### config.mk
export PLATFORM = sky130hd
export DESIGN_NAME = link_id_tx_flat
export DESIGN_NICKNAME = d
export VERILOG_FILES = /design/src/rtl/link_id_tx_if.sv /design/src/rtl/link_id_tx.sv /design/src/flat_wrapper.sv
export SDC_FILE = /design/constraint.sdc
export NUM_CORES = 1
export LEC_CHECK = 0
export CAP_MARGIN = 20
export CORE_MARGIN = 10
export CORE_UTILIZATION = 50
export CTS_CLUSTER_DIAMETER = 80
export DETAILED_ROUTE_END_ITERATION = 8
export HOLD_SLACK_MARGIN = 0.03
export PLACE_DENSITY = 0.81
export SLEW_MARGIN = 30
export SYNTH_ARGS = -nofsm -noshare
export SYNTH_HDL_FRONTEND = slang
export SYNTH_SLANG_ARGS = --single-unit
### constraint.sdc
create_clock -name clock -period 5.3 [get_ports clock]
set_input_delay 1.325 -clock clock [delete_from_list [all_inputs] [get_ports clock]]
set_output_delay 1.325 -clock clock [all_outputs]
set_load 0.005 [all_outputs]
### src/rtl/link_id_tx_if.sv
// ---------------------------------------------------------------------------
// link_id_tx_if -- signal bundle for the link_id_tx packet transmitter.
// Carries the ID-load port, the start strobe, the upstream body-word
// handshake (I_Valid/I_Term/I_Data against O_Nack), the downstream word
// handshake (O_Valid/O_Hdr/O_Term/O_Data against I_Nack) and O_Busy.
//   master : the side that loads IDs, starts packets, feeds body words and
//            applies downstream back-pressure.
//   slave  : the transmitter itself.
// ---------------------------------------------------------------------------
interface link_id_tx_if #(
  parameter int WIDTH_DATA = 32
);

  logic                  I_Ld_ID;
  logic [1:0]            I_Sel_ID;
  logic [WIDTH_DATA-1:0] I_ID;
  logic                  I_Start;
  logic                  I_Valid;
  logic                  I_Term;
  logic [WIDTH_DATA-1:0] I_Data;
  logic                  O_Nack;
  logic                  O_Valid;
  logic                  O_Hdr;
  logic                  O_Term;
  logic [WIDTH_DATA-1:0] O_Data;
  logic                  I_Nack;
  logic                  O_Busy;

  modport master (
    output I_Ld_ID, I_Sel_ID, I_ID, I_Start,
    output I_Valid, I_Term, I_Data, I_Nack,
    input  O_Nack, O_Valid, O_Hdr, O_Term, O_Data, O_Busy
  );

  modport slave (
    input  I_Ld_ID, I_Sel_ID, I_ID, I_Start,
    input  I_Valid, I_Term, I_Data, I_Nack,
    output O_Nack, O_Valid, O_Hdr, O_Term, O_Data, O_Busy
  );

endinterface

### src/rtl/link_id_tx.sv
// ---------------------------------------------------------------------------
// link_id_tx -- packet transmitter that prefixes a body with ID header words.
//
// A packet is: My-ID, T-ID, [F-ID], then body words buffered in a small FIFO
// until the word flagged Term has been sent. ID registers can only be loaded
// while idle (INIT). Every output is decoded from flops only, so there is no
// combinational path from any input to any output.
//
// Build option: define LINK_ID_TX_FID_EN to add the third header word (F-ID)
// and its register. Without it the header is My-ID, T-ID only and F-ID loads
// are dropped.
//
// DEPTH_FIFO must be a power of two, at least 2.
// ---------------------------------------------------------------------------
module link_id_tx #(
  parameter int WIDTH_DATA = 32,
  parameter int DEPTH_FIFO = 4
) (
  input  logic         clock,
  input  logic         reset,
  link_id_tx_if.slave  lnk
);

  localparam int AW = $clog2(DEPTH_FIFO);
  localparam int CW = AW + 1;

  typedef enum logic [2:0] {
    ST_INIT       = 3'd0,
    ST_SEND_MY_ID = 3'd1,
    ST_SEND_T_ID  = 3'd2,
`ifdef LINK_ID_TX_FID_EN
    ST_SEND_F_ID  = 3'd3,
`endif
    ST_BODY       = 3'd4,
    ST_TERM       = 3'd5
  } state_t;

  typedef struct packed {
    logic                  term;
    logic [WIDTH_DATA-1:0] data;
  } entry_t;

  state_t                state_q;
  logic [WIDTH_DATA-1:0] my_id_q;
  logic [WIDTH_DATA-1:0] t_id_q;
`ifdef LINK_ID_TX_FID_EN
  logic [WIDTH_DATA-1:0] f_id_q;
`endif
  logic                  term_in_q;   // Term word already accepted this packet

  entry_t                mem_q [DEPTH_FIFO];
  logic [AW-1:0]         wr_ptr_q;
  logic [AW-1:0]         rd_ptr_q;
  logic [CW-1:0]         count_q;
  logic [CW-1:0]         count_d;

  logic                  in_body;
  logic                  full;
  logic                  empty;
  logic                  nack;
  logic                  push;
  logic                  pop;
  entry_t                head;

  logic                  o_valid;
  logic                  o_hdr;
  logic                  o_term;
  logic [WIDTH_DATA-1:0] o_data;

  assign in_body = (state_q == ST_BODY);
  assign full    = (count_q == CW'(DEPTH_FIFO));
  assign empty   = (count_q == '0);
  assign head    = mem_q[rd_ptr_q];

  // Upstream back-pressure uses only registered state, so a full FIFO never
  // sees a same-cycle push-and-pop.
  assign nack = !in_body || full || term_in_q;
  assign push = in_body && lnk.I_Valid && !nack;
  assign pop  = in_body && !empty && !lnk.I_Nack;

  // Occupancy next value: a simultaneous push and pop leaves it unchanged.
  always_comb begin
    // NOTE: every always_comb output gets a default first so no path can
    // leave it unassigned and infer a latch.
    count_d = count_q;
    case ({push, pop})
      2'b10:   count_d = count_q + CW'(1);
      2'b01:   count_d = count_q - CW'(1);
      default: count_d = count_q;
    endcase
  end

  // Control FSM plus ID registers; header words advance only on transfer.
  always_ff @(posedge clock or negedge reset) begin
    if (!reset) begin
      // NOTE: sequential state uses non-blocking assignments so every flop
      // samples pre-edge values regardless of statement order.
      state_q   <= ST_INIT;
      my_id_q   <= '0;
      t_id_q    <= '0;
`ifdef LINK_ID_TX_FID_EN
      f_id_q    <= '0;
`endif
      term_in_q <= 1'b0;
    end else begin
      case (state_q)
        ST_INIT: begin
          if (lnk.I_Ld_ID) begin
            case (lnk.I_Sel_ID)
              2'd0:    my_id_q <= lnk.I_ID;
              2'd1:    t_id_q  <= lnk.I_ID;
`ifdef LINK_ID_TX_FID_EN
              2'd2:    f_id_q  <= lnk.I_ID;
`endif
              default: ;
            endcase
          end
          if (lnk.I_Start) state_q <= ST_SEND_MY_ID;
        end
        ST_SEND_MY_ID: begin
          if (!lnk.I_Nack) state_q <= ST_SEND_T_ID;
        end
        ST_SEND_T_ID: begin
`ifdef LINK_ID_TX_FID_EN
          if (!lnk.I_Nack) state_q <= ST_SEND_F_ID;
`else
          if (!lnk.I_Nack) state_q <= ST_BODY;
`endif
        end
`ifdef LINK_ID_TX_FID_EN
        ST_SEND_F_ID: begin
          if (!lnk.I_Nack) state_q <= ST_BODY;
        end
`endif
        ST_BODY: begin
          if (push && lnk.I_Term) term_in_q <= 1'b1;
          if (pop && head.term)   state_q   <= ST_TERM;
        end
        ST_TERM: begin
          term_in_q <= 1'b0;
          state_q   <= ST_INIT;
        end
        default: state_q <= ST_INIT;
      endcase
    end
  end

  // FIFO pointers and occupancy; cleared by reset so a packet cut short by
  // reset leaves nothing behind.
  always_ff @(posedge clock or negedge reset) begin
    if (!reset) begin
      wr_ptr_q <= '0;
      rd_ptr_q <= '0;
      count_q  <= '0;
    end else begin
      if (push) wr_ptr_q <= wr_ptr_q + AW'(1);
      if (pop)  rd_ptr_q <= rd_ptr_q + AW'(1);
      count_q <= count_d;
    end
  end

  // FIFO storage write port.
  always_ff @(posedge clock) begin
    // NOTE: the storage array has no reset; an entry is only ever read after
    // it has been written, and count_q alone decides what is valid.
    if (push) mem_q[wr_ptr_q] <= '{term: lnk.I_Term, data: lnk.I_Data};
  end

  // Downstream word decode: header registers in SEND states, FIFO head in BODY.
  always_comb begin
    o_valid = 1'b0;
    o_hdr   = 1'b0;
    o_term  = 1'b0;
    o_data  = '0;
    case (state_q)
      ST_SEND_MY_ID: begin
        o_valid = 1'b1;
        o_hdr   = 1'b1;
        o_data  = my_id_q;
      end
      ST_SEND_T_ID: begin
        o_valid = 1'b1;
        o_hdr   = 1'b1;
        o_data  = t_id_q;
      end
`ifdef LINK_ID_TX_FID_EN
      ST_SEND_F_ID: begin
        o_valid = 1'b1;
        o_hdr   = 1'b1;
        o_data  = f_id_q;
      end
`endif
      ST_BODY: begin
        if (!empty) begin
          o_valid = 1'b1;
          o_term  = head.term;
          o_data  = head.data;
        end
      end
      default: ;
    endcase
  end

  assign lnk.O_Valid = o_valid;
  assign lnk.O_Hdr   = o_hdr;
  assign lnk.O_Term  = o_term;
  assign lnk.O_Data  = o_data;
  assign lnk.O_Nack  = nack;
  assign lnk.O_Busy  = (state_q != ST_INIT);

endmodule

### src/flat_wrapper.sv
// flat-port wrapper written by rule: the top's interface ports become plain ports
module link_id_tx_flat 
#(
  parameter int WIDTH_DATA = 32,
  parameter int DEPTH_FIFO = 4
)
  (clock, reset, lnk_I_Ld_ID, lnk_I_Sel_ID, lnk_I_ID, lnk_I_Start, lnk_I_Valid, lnk_I_Term, lnk_I_Data, lnk_I_Nack, lnk_O_Nack, lnk_O_Valid, lnk_O_Hdr, lnk_O_Term, lnk_O_Data, lnk_O_Busy);
  link_id_tx_if #(.WIDTH_DATA(WIDTH_DATA)) lnk_i ();
  input  logic clock;
  input  logic reset;
  input wire logic [$bits(lnk_i.I_Ld_ID)-1:0] lnk_I_Ld_ID;
  input wire logic [$bits(lnk_i.I_Sel_ID)-1:0] lnk_I_Sel_ID;
  input wire logic [$bits(lnk_i.I_ID)-1:0] lnk_I_ID;
  input wire logic [$bits(lnk_i.I_Start)-1:0] lnk_I_Start;
  input wire logic [$bits(lnk_i.I_Valid)-1:0] lnk_I_Valid;
  input wire logic [$bits(lnk_i.I_Term)-1:0] lnk_I_Term;
  input wire logic [$bits(lnk_i.I_Data)-1:0] lnk_I_Data;
  input wire logic [$bits(lnk_i.I_Nack)-1:0] lnk_I_Nack;
  output wire logic [$bits(lnk_i.O_Nack)-1:0] lnk_O_Nack;
  output wire logic [$bits(lnk_i.O_Valid)-1:0] lnk_O_Valid;
  output wire logic [$bits(lnk_i.O_Hdr)-1:0] lnk_O_Hdr;
  output wire logic [$bits(lnk_i.O_Term)-1:0] lnk_O_Term;
  output wire logic [$bits(lnk_i.O_Data)-1:0] lnk_O_Data;
  output wire logic [$bits(lnk_i.O_Busy)-1:0] lnk_O_Busy;
  assign lnk_i.I_Ld_ID = lnk_I_Ld_ID;
  assign lnk_i.I_Sel_ID = lnk_I_Sel_ID;
  assign lnk_i.I_ID = lnk_I_ID;
  assign lnk_i.I_Start = lnk_I_Start;
  assign lnk_i.I_Valid = lnk_I_Valid;
  assign lnk_i.I_Term = lnk_I_Term;
  assign lnk_i.I_Data = lnk_I_Data;
  assign lnk_i.I_Nack = lnk_I_Nack;
  assign lnk_O_Nack = lnk_i.O_Nack;
  assign lnk_O_Valid = lnk_i.O_Valid;
  assign lnk_O_Hdr = lnk_i.O_Hdr;
  assign lnk_O_Term = lnk_i.O_Term;
  assign lnk_O_Data = lnk_i.O_Data;
  assign lnk_O_Busy = lnk_i.O_Busy;
  link_id_tx #(.WIDTH_DATA(WIDTH_DATA), .DEPTH_FIFO(DEPTH_FIFO)) u_core (.clock(clock), .reset(reset), .lnk(lnk_i));
endmodule
=== After elaboration in Yosys (flattened, before gate mapping) ===
Memory sizes are Yosys's and may differ from the RTL's.
Index checks and enable logic that the tools add are counted.
Widths: inputs -> output; s select.

* Add/sub/neg operators: 4
* Equality and inequality tests: 13
* Multiplexer cells: 17
* Reduce and logical (&&, ||, !) cells: 23

{| class="wikitable"
|+ Operator list
! operator !! count
|-
| $pmux 32 s3 || 1
|-
| $mux 32 || 1
|-
| $mux 3 || 4
|-
| $pmux 3 s4 || 1
|-
| $ne 2x2->1 const B || 5
|-
| $eq 3x3->1 const B || 3
|-
| $mux 1 || 7
|-
| $logic_and 1x1->1 || 6
|-
| $logic_not 3->1 || 2
|-
| $pmux 3 s2 || 1
|-
| $reduce_and 3->1 || 2
|-
| $add 2x1->2 const B || 2
|-
| $eq 2x1->1 const B || 2
|-
| $logic_not 1->1 || 4
|-
| $pmux 1 s2 || 2
|-
| $reduce_and 4->1 || 1
|-
| $reduce_bool 2->1 || 2
|-
| $add 3x1->3 const B || 1
|-
| $eq 3x1->1 const B || 1
|-
| $eq 3x2->1 const B || 1
|-
| $reduce_bool 3->1 || 1
|-
| $sub 3x1->3 const B || 1
|-
| $eq 2x2->1 const B || 1
|-
| $logic_not 2->1 || 1
|-
| 3 further kinds || 4
|}

* Register bits: 75
* Memory bits (writable): 132
* Input bits: 73
* Word-level logic and storage cells: 65
* Memories kept: 1

{| class="wikitable"
|+ Memory list
! name !! words !! bits a word !! rd ports !! clocked after Yosys merged registers in !! wr ports !! line !! RTL
|-
| u_core.mem_q || 4 || 33 || 1 || 0 || 1 || link_id_tx.sv:51 || <nowiki>entry_t mem_q [DEPTH_FIFO];</nowiki>
|}

=== Longest topological paths before layout ===
Gate-level depths: netlist of the first run.

* Word-level depth: 9
* Mapped depth: 11
* Depth with buffers taken out: 9

=== Worst setup path before layout of the first run ===
OpenSTA, ideal clock, no wires.

* Path kind: input-to-reg
* Start point: in lnk_I_Valid
* End point: mem u_core.mem_q[0][0] (netlist bit) (enable)
* Arrival: 2527 ps
* Slack: 2380 ps
* Stages on the path: 3
* Cell sequence: and3_1 > buf_1 > and2_1

* Word-level cells in the longest chain between the ends: 4

{| class="wikitable"
|+ Ends and longest elaborated chain
! element !! line !! RTL
|-
| start: declaration || flat_wrapper.sv:15 || <nowiki>input wire logic [$bits(lnk_i.I_Valid)-1:0] lnk_I_Valid;</nowiki>
|-
| $logic_and 1x1->1 (2 in a row) || link_id_tx.sv:78 || <nowiki>assign push = in_body && lnk.I_Valid && !nack;</nowiki>
|-
| $mux 1 || link_id_tx.sv:166 || <nowiki>if (push) mem_q[wr_ptr_q] <= '{term: lnk.I_Term, data: lnk.I_Data};</nowiki>
|-
| $mux 1 (not written as such) || link_id_tx.sv:166 ||
|-
| end: declaration || link_id_tx.sv:51 ||
|}

Every way passes these cells.

=== Final worst setup path of the first run ===
* Start point: reg u_core.rd_ptr_q[0]
* End point: out lnk_O_Data[24]

* Word-level cells in the longest chain between the ends: 3

{| class="wikitable"
|+ Ends and longest elaborated chain
! element !! line !! RTL
|-
| start: declaration || link_id_tx.sv:53 || <nowiki>logic [AW-1:0] rd_ptr_q;</nowiki>
|-
| start signal: assignment || link_id_tx.sv:157 || <nowiki>if (pop) rd_ptr_q <= rd_ptr_q + AW'(1);</nowiki>
|-
| $mem_v2 4x33 || - ||
|-
| $mux 32 || link_id_tx.sv:194 || <nowiki>if (!empty) begin</nowiki>
|-
| $pmux 32 s3 || link_id_tx.sv:175 || <nowiki>case (state_q)</nowiki>
|-
| end: declaration || flat_wrapper.sv:23 || <nowiki>output wire logic [$bits(lnk_i.O_Data)-1:0] lnk_O_Data;</nowiki>
|}

Every way passes these cells.

==> impl_metrics.py, run 1 <==
metrics = {
    "clocking": {
        "cts_resized": 0,
        "clk_path_buf_depth": 3,
        "cts.sinks": 207,
        "htree_levels": 1,
        "tritoncts": "built",
        "cts_buffers": 23,
        "clock_latency_ps": 500,
        "cts_setup_buffers": 0,
        "ctsHoldBuffers": 0,
        "cts_root_buf": "clkbuf_16",
        "path_clk_slew_ps": 60,
    },
    "logic_synthesis": {
        "ys_ff_latch": 207,
        "synth_mux_area_share_pct": 17.5,
        "synth_nets": 563,
        "synth_warnings": 0,
        "synth_cell_types": 42,
        "synth_fa_ha_area_share_pct": 0.966,
        "synth-simple-area-share_pct": 2.25,
        "synth_top_family_by_area": "multiplexers",
        "synth_top_area_cell": "edfxtp_1",
        "synthArstFlopShare_pct": 36.2,
        "synth_top_area_share_pct": 46.4,
        "synthFlopType": "edfxtp_1",
        "synth-seq-area-share_pct": 68.3,
        "synth-xor-area-share_pct": 0.615,
        "synth_area_leaders": "edfxtp_1, dfrtp_1, mux4_2, mux2_2, o21ai_2",
        "syn_inst": 484,
        "synth-edff-count": 132,
        "avgSynthCellArea_um2": 17.7,
        "synth_compound_area_share_pct": 6.32,
        "post_synth_instance_area_um2": 8550,
    },
    "global_routing": {
        "grt_max_degree": 76,
        "grt.overflow.total": 0,
        "grt_pass1_wl_um": 29300,
        "grt_usage_pct": 16.6,
        "grt_pass1_vias": 5271,
        "grt_antenna_before_repair": 2,
    },
    "sta": {
        "fmax_mhz": 235,
        "setup_viol": 0,
        "finalCritPeriodShare_pct": 80.4,
        "hold_viol": 0,
        "finalCriticalPeriod_ps": 4260,
        "slew_headroom_pct": 37.4,
        "rsz0062_at_grt": "false",
        "worst_pin_slew_ps": 939,
        "slew_viol_final": 0,
        "setup-tns-final_ps": 0,
        "skew_ps": 12.1,
    },
    "route": {
        "wl_per_cell_um": 22.1,
        "wirelength_um": 18400,
        "dr_wl_met3_um": 1070,
        "wl_met2_um": 9840,
        "drtIter0Drc": 225,
        "drc": 0,
        "drt_first_pass_iters": 4,
        "antenna_left": 0,
        "vias": 4609,
        "wl_met1_um": 7050,
        "top_layer": "met5",
        "vias_per_cell": 5.54,
    },
    "placed_design": {
        "place_area_um2": 9770,
        "portBuffers": 109,
        "dp_hpwl_um": 11800,
        "placed_cells": 788,
        "gp_congestion": 0.764,
    },
    "die": {
        "initial_core_util_pct": 51.2,
        "fp.dieArea_um2": 22700,
        "dieHeight_um": 151,
        "boundaryPins": 110,
        "rows": 47,
        "core_um2": 16700,
        "die_x_um": 151,
    },
    "setup_path": {
        "r2r_cells": 8,
        "crit_fanout": 23,
        "cp_slowest_stage_delay_ps": 630,
        "cp_slowest_cell": "dfrtp_2",
        "crit_type": "flip-flop to output pin",
        "critical_path_arrival_ps": 2940,
        "reg2reg_to": "u_core.count_q[2]",
        "crit_path_cell_trace": "buf_4 > mux4_2 > inv_1 > o21ai_0 > clkdlybuf4s50_1",
        "crit_required_ps": 3970,
        "timing.rr.start": "u_core.state_q[2]",
        "end_kind": "output pin",
        "cp-start-kind": "flip-flop",
        "r2r_slack_ps": 2660,
    },
    "layout": {
        "drive_gt1_share_pct": 29.5,
        "area_growth_syn_to_layout_pct": 23.5,
        "fin_nets": 673,
        "final_area_um2": 10600,
        "layout.cells.non_filler": 832,
    },
    "outcome": {
        "status": "finished, final reports clean",
    },
    "worst_hold_path": {
        "hold_path_end": "u_core.my_id_q[7]",
        "hp-start": "u_core.my_id_q[7]",
        "worstHoldPathType": "flip-flop to flip-flop",
        "holdPathStages": 1,
    },
    "pwr": {
        "p_leak_nw": 3.88,
        "power.density_nw_per_um2": 535,
        "irDropWorstVdd_v": 0.000315,
    },
    "job": {
        "max-cap-violations": 0,
    },
}
-- power by group --
part	internal [W]	leakage, nW	total, W	switching, W
Clock	0.000931	0.362	0.00153	0.000604
Combinational	0.00105	1.43	0.00181	0.000761
Sequential	0.00204	2.09	0.00231	0.000267
-- layout make-up --
| type | instances | area (µm²) |
|---|---|---|
| repair buffers | 114 | 1150 |
| clock inverters | 10 | 111 |
| clock buffers | 32 | 629 |
| inverters | 38 | 143 |
| well taps | 220 | 275 |
| diodes | 1 | 2.50 |
| flip-flops and latches | 207 | 5840 |
| multi-input cells | 210 | 2400 |
| fillers | 1204 | 6140 |
-- cells in the final DEF, fill, tap and decap left out, drive strengths merged, types with 2 or more instances in the layout --
master / Yosys / routed
edfxtp: 132 / 132
clkdlybuf4s50: 0 / 108
dfrtp: 75 / 75
mux2: 65 / 65
inv: 38 / 40
mux4: 33 / 33
o21ai: 33 / 33
a22oi: 32 / 32
clkbuf: 10 / 32
buf: 19 / 6
ha: 5 / 5
clkinv: 0 / 5
nor2: 4 / 4
xor2: 4 / 4
and2: 4 / 4
nor3: 3 / 3
nand2: 3 / 3
nor3b: 3 / 3
nor4b: 2 / 2
mux2i: 2 / 2
xnor2: 2 / 2
bufinv: 0 / 2
or3b: 2 / 2
or2: 2 / 2
-- through the flow --
| step | power [W] | setup WS [ps] | hold slack (ps) | util [%] |
|---|---|---|---|---|
| after global placement | 0.00407 | 1440 | 472 | 58.4 |
| after detailed placement | 0.00417 | 1480 | 485 | 58.5 |
| after CTS | 0.00571 | 940 | 504 | 63.0 |
| after global routing | 0.00597 | 817 | 513 | 63.2 |
| final | 0.00565 | 1040 | 497 | 63.2 |
| after floorplan | 0.00339 | 2380 | 457 | - |
-- layer usage --
metal | up-vias | global-route usage, %
met5 | - | 0
met2 | 117 | 29.7
met4 | 2 | 5.49
met1 | 2390 | 19.5
li1 | 2070 | -
met3 | 30 | 3.67
-- worst max-delay path, delay by kind of cell (launching register included) --
| kind | cells | cell delay (ps) |
|---|---|---|
| buf+inv | 3 | 1110 |
| flops | 1 | 630 |
| mux | 1 | 590 |
| compound gates | 1 | 90 |
-- cells by family (layout without fill, tap and decap cells) --
group           Yosys count  in the layout
flops                   207            207
mux                     100            100
compound gates           68             68
buf+inv                  67            194
simple gates             30             30
fa+ha+maj                 6              6
xor+xnor                  6              6
other cells               0              1
-- registers in the layout, indices dropped and copies added, names as in the netlist --
name / cells
u_core.my_id_q: 32
u_core.state_q: 3
u_core.count_q: 3
u_core.term_in_q: 1
u_core.wr_ptr_q: 2
u_core.rd_ptr_q: 2
u_core.mem_q: 132
u_core.t_id_q: 32
-- how the worst max path moves through the flow --
stage,start,to,slack [ps],depth (start not counted)
finish,u_core.rd_ptr_q[0],lnk_O_Data[24],1040,5
global route,u_core.rd_ptr_q[0],lnk_O_Data[24],820,5
CTS,u_core.rd_ptr_q[0],lnk_O_Data[24],940,5
detailed placement,u_core.rd_ptr_q[0],lnk_O_Data[24],1480,5
global placement,u_core.state_q[2],lnk_O_Term,1440,4
floorplan,lnk_I_Valid,u_core.mem_q[0][0],2380,3
-- synth_stat cells (4+ instances only) --
| cell type | number |
|---|---|
| edfxtp_1 | 132 |
| dfrtp_1 | 75 |
| mux2_2 | 64 |
| inv_1 | 38 |
| mux4_2 | 33 |
| a22oi_1 | 32 |
| o21ai_2 | 30 |
| buf_2 | 9 |
| clkbuf_1 | 9 |
| ha_1 | 5 |
| and2_1 | 4 |
| nor2_1 | 4 |
| xor2_1 | 4 |
No activity file was read; power rests on OpenSTA's default activity.
==> run 2, diff against run 1 <==
--- a/config.mk
+++ b/config.mk
@@ -11,7 +11,7 @@
 export CTS_CLUSTER_DIAMETER = 80
 export DETAILED_ROUTE_END_ITERATION = 8
 export HOLD_SLACK_MARGIN = 0.03
-export PLACE_DENSITY = 0.81
+export PLACE_DENSITY = 0.84
 export SLEW_MARGIN = 30
 export SYNTH_ARGS = -nofsm -noshare
 export SYNTH_HDL_FRONTEND = slang
==> constraint.sdc (replaced) <==
create_clock -name clock -period 3.7 [get_ports clock]
set_input_delay 0.925 -clock clock [delete_from_list [all_inputs] [get_ports clock]]
set_output_delay 0.925 -clock clock [all_outputs]
set_load 0.005 [all_outputs]
==> impl_metrics.py, run 2 (synthesized netlist as in run 1, its figures left out) <==
metrics = {
    "outcome": {
        "status": "finished, final reports clean",
    },
    "layout": {
        "layout_commonest_cell": "edfxtp_1",
        "largest_reg_flops": 132,
        "final_cell_mix": "edfxtp_1, clkdlybuf4s50_1, dfrtp_1",
        "top_regs": "u_core.mem_q (132), u_core.my_id_q (32), u_core.t_id_q (32)",
        "fin_nets": 688,
        "fill_cells": 1140,
        "final_area_um2": 10700,
        "layout.cells.non_filler": 846,
        "area_growth_syn_to_layout_pct": 25.1,
        "top_register": "u_core.mem_q",
        "drive_gt1_share_pct": 31.8,
    },
    "route": {
        "antenna_left": 0,
        "drtIter0Drc": 332,
        "drt_first_pass_iters": 5,
        "dr_wl_met3_um": 1180,
        "drc": 0,
        "wirelength_um": 19300,
        "top_layer": "met5",
        "wl_per_cell_um": 22.8,
        "wl_met1_um": 7540,
        "vias": 4737,
        "vias_per_cell": 5.60,
        "wl_met2_um": 10000,
    },
    "sta": {
        "slew_viol_final": 0,
        "finalCriticalPeriod_ps": 3590,
        "rsz0062_at_grt": "false",
        "fmax_mhz": 278,
        "skew_ps": 4.13,
        "finalCritPeriodShare_pct": 97.1,
        "finalWorstSetupSlack_ps": 107,
        "setup_viol": 0,
        "worst_pin_slew_ps": 738,
        "slew_headroom_pct": 50.8,
        "setup-tns-final_ps": 0,
        "hold_viol": 0,
    },
    "clocking": {
        "cts_root_buf": "clkbuf_16",
        "ctsHoldBuffers": 0,
        "tritoncts": "built",
        "cts_setup_buffers": 0,
        "path_clk_slew_ps": 60,
        "cts_resized": 2,
        "htree_levels": 1,
        "clk_path_buf_depth": 3,
        "clock_latency_ps": 490,
        "cts.sinks": 207,
        "cts_buffers": 22,
    },
    "setup_path": {
        "crit_fanout": 17,
        "reg2reg_to": "u_core.count_q[2]",
        "cp_slowest_cell": "clkdlybuf4s50_1",
        "critical_path_arrival_ps": 2670,
        "cp_slowest_stage_delay_ps": 550,
        "crit_path_cell_trace": "or3b_1 > or2_2 > buf_6 > o21ai_2 > clkdlybuf4s50_1",
        "timing.rr.start": "u_core.state_q[1]",
        "crit_required_ps": 2770,
        "cp-start-kind": "flip-flop",
        "r2r_cells": 8,
        "crit_type": "flip-flop to output pin",
        "end_kind": "output pin",
        "r2r_slack_ps": 1100,
    },
    "placed_design": {
        "placed_cells": 805,
        "gp_congestion": 0.831,
        "dp_slack_ps": 521,
        "portBuffers": 109,
        "place_area_um2": 9930,
        "dp_hpwl_um": 12900,
    },
    "global_routing": {
        "grt_usage_pct": 17.2,
        "grt.overflow.total": 0,
        "grt_antenna_before_repair": 2,
        "grt_max_degree": 76,
        "grt_pass1_vias": 5292,
        "grt_pass1_wl_um": 30100,
    },
    "die": {
        "dieHeight_um": 151,
        "initial_core_util_pct": 51.2,
        "rows": 47,
        "die_x_um": 151,
        "fp.dieArea_um2": 22700,
        "core_um2": 16700,
        "boundaryPins": 110,
    },
    "pwr": {
        "irDropWorstVdd_v": 0.000457,
        "finalPower_w": 0.00821,
        "p_leak_nw": 3.98,
        "power.density_nw_per_um2": 768,
    },
    "worst_hold_path": {
        "worstHoldPathType": "input port to asynchronous set/reset pin",
    },
    "job": {
        "max-cap-violations": 0,
    },
}
## run 2: per-stage QoR
stage / hold slack, ps / util [%]
after floorplan: 457 / -
final: 461 / 64.0
after CTS: 505 / 63.9
after global placement: 469 / 59.5
after global routing: 505 / 64.0
after detailed placement: 491 / 59.5
## run 2: worst max-delay path by stage
stage / start / endpoint / depth (start not counted)
final: u_core.state_q[1] / lnk_O_Data[29] / 5
after global routing: u_core.state_q[1] / lnk_O_Data[24] / 5
after CTS: u_core.state_q[1] / lnk_O_Data[22] / 5
after detailed placement: u_core.state_q[1] / lnk_O_Term / 5
after global placement: u_core.state_q[1] / lnk_O_Term / 5
after floorplan: lnk_I_Valid / u_core.mem_q[0][0] / 3
## run 2: where the power goes
| part | internal (W) | switching, W |
|---|---|---|
| registers | 0.00292 | 0.000351 |
| clock network | 0.00133 | 0.000840 |
| logic | 0.00158 | 0.00119 |
| total | 0.00583 | 0.00238 |
## run 2: final cells by class
| cell class | instances | area, µm² | area share, % |
|---|---|---|---|
| flip-flops and latches | 207 | 5840 | 54.7 |
| multi-input cells | 210 | 2400 | 22.4 |
| repair buffers | 130 | 1290 | 12.1 |
| clock buffers | 33 | 673 | 6.30 |
| well taps | 220 | 275 | 2.57 |
| inverters | 38 | 143 | 1.33 |
| clock inverters | 7 | 62.6 | 0.585 |
| diodes | 1 | 2.50 | 0.0234 |
## run 2: worst max-delay path, delay by kind of cell (launching register included)
kind | cells | cell delay (ps)
AND/OR/NAND/NOR | 2 | 750
buffers and inverters | 2 | 740
flip-flops | 1 | 470
AO/OA/AOI/OAI | 1 | 180
## run 2: routing by layer
metal	GRT usage, %	up-vias
li1	-	2100
met1	20.6	2435
met2	29.5	166
met3	3.70	34
met4	7.22	2
met5	0	-
==> run 3, diff against run 2 <==
--- a/config.mk
+++ b/config.mk
@@ -5,7 +5,6 @@
 export SDC_FILE = /design/constraint.sdc
 export NUM_CORES = 1
 export LEC_CHECK = 0
-export CAP_MARGIN = 20
 export CORE_MARGIN = 10
 export CORE_UTILIZATION = 50
 export CTS_CLUSTER_DIAMETER = 80
==> results of run 3 <==
The final DEF is identical to that of run 2; final timing and power are the same.
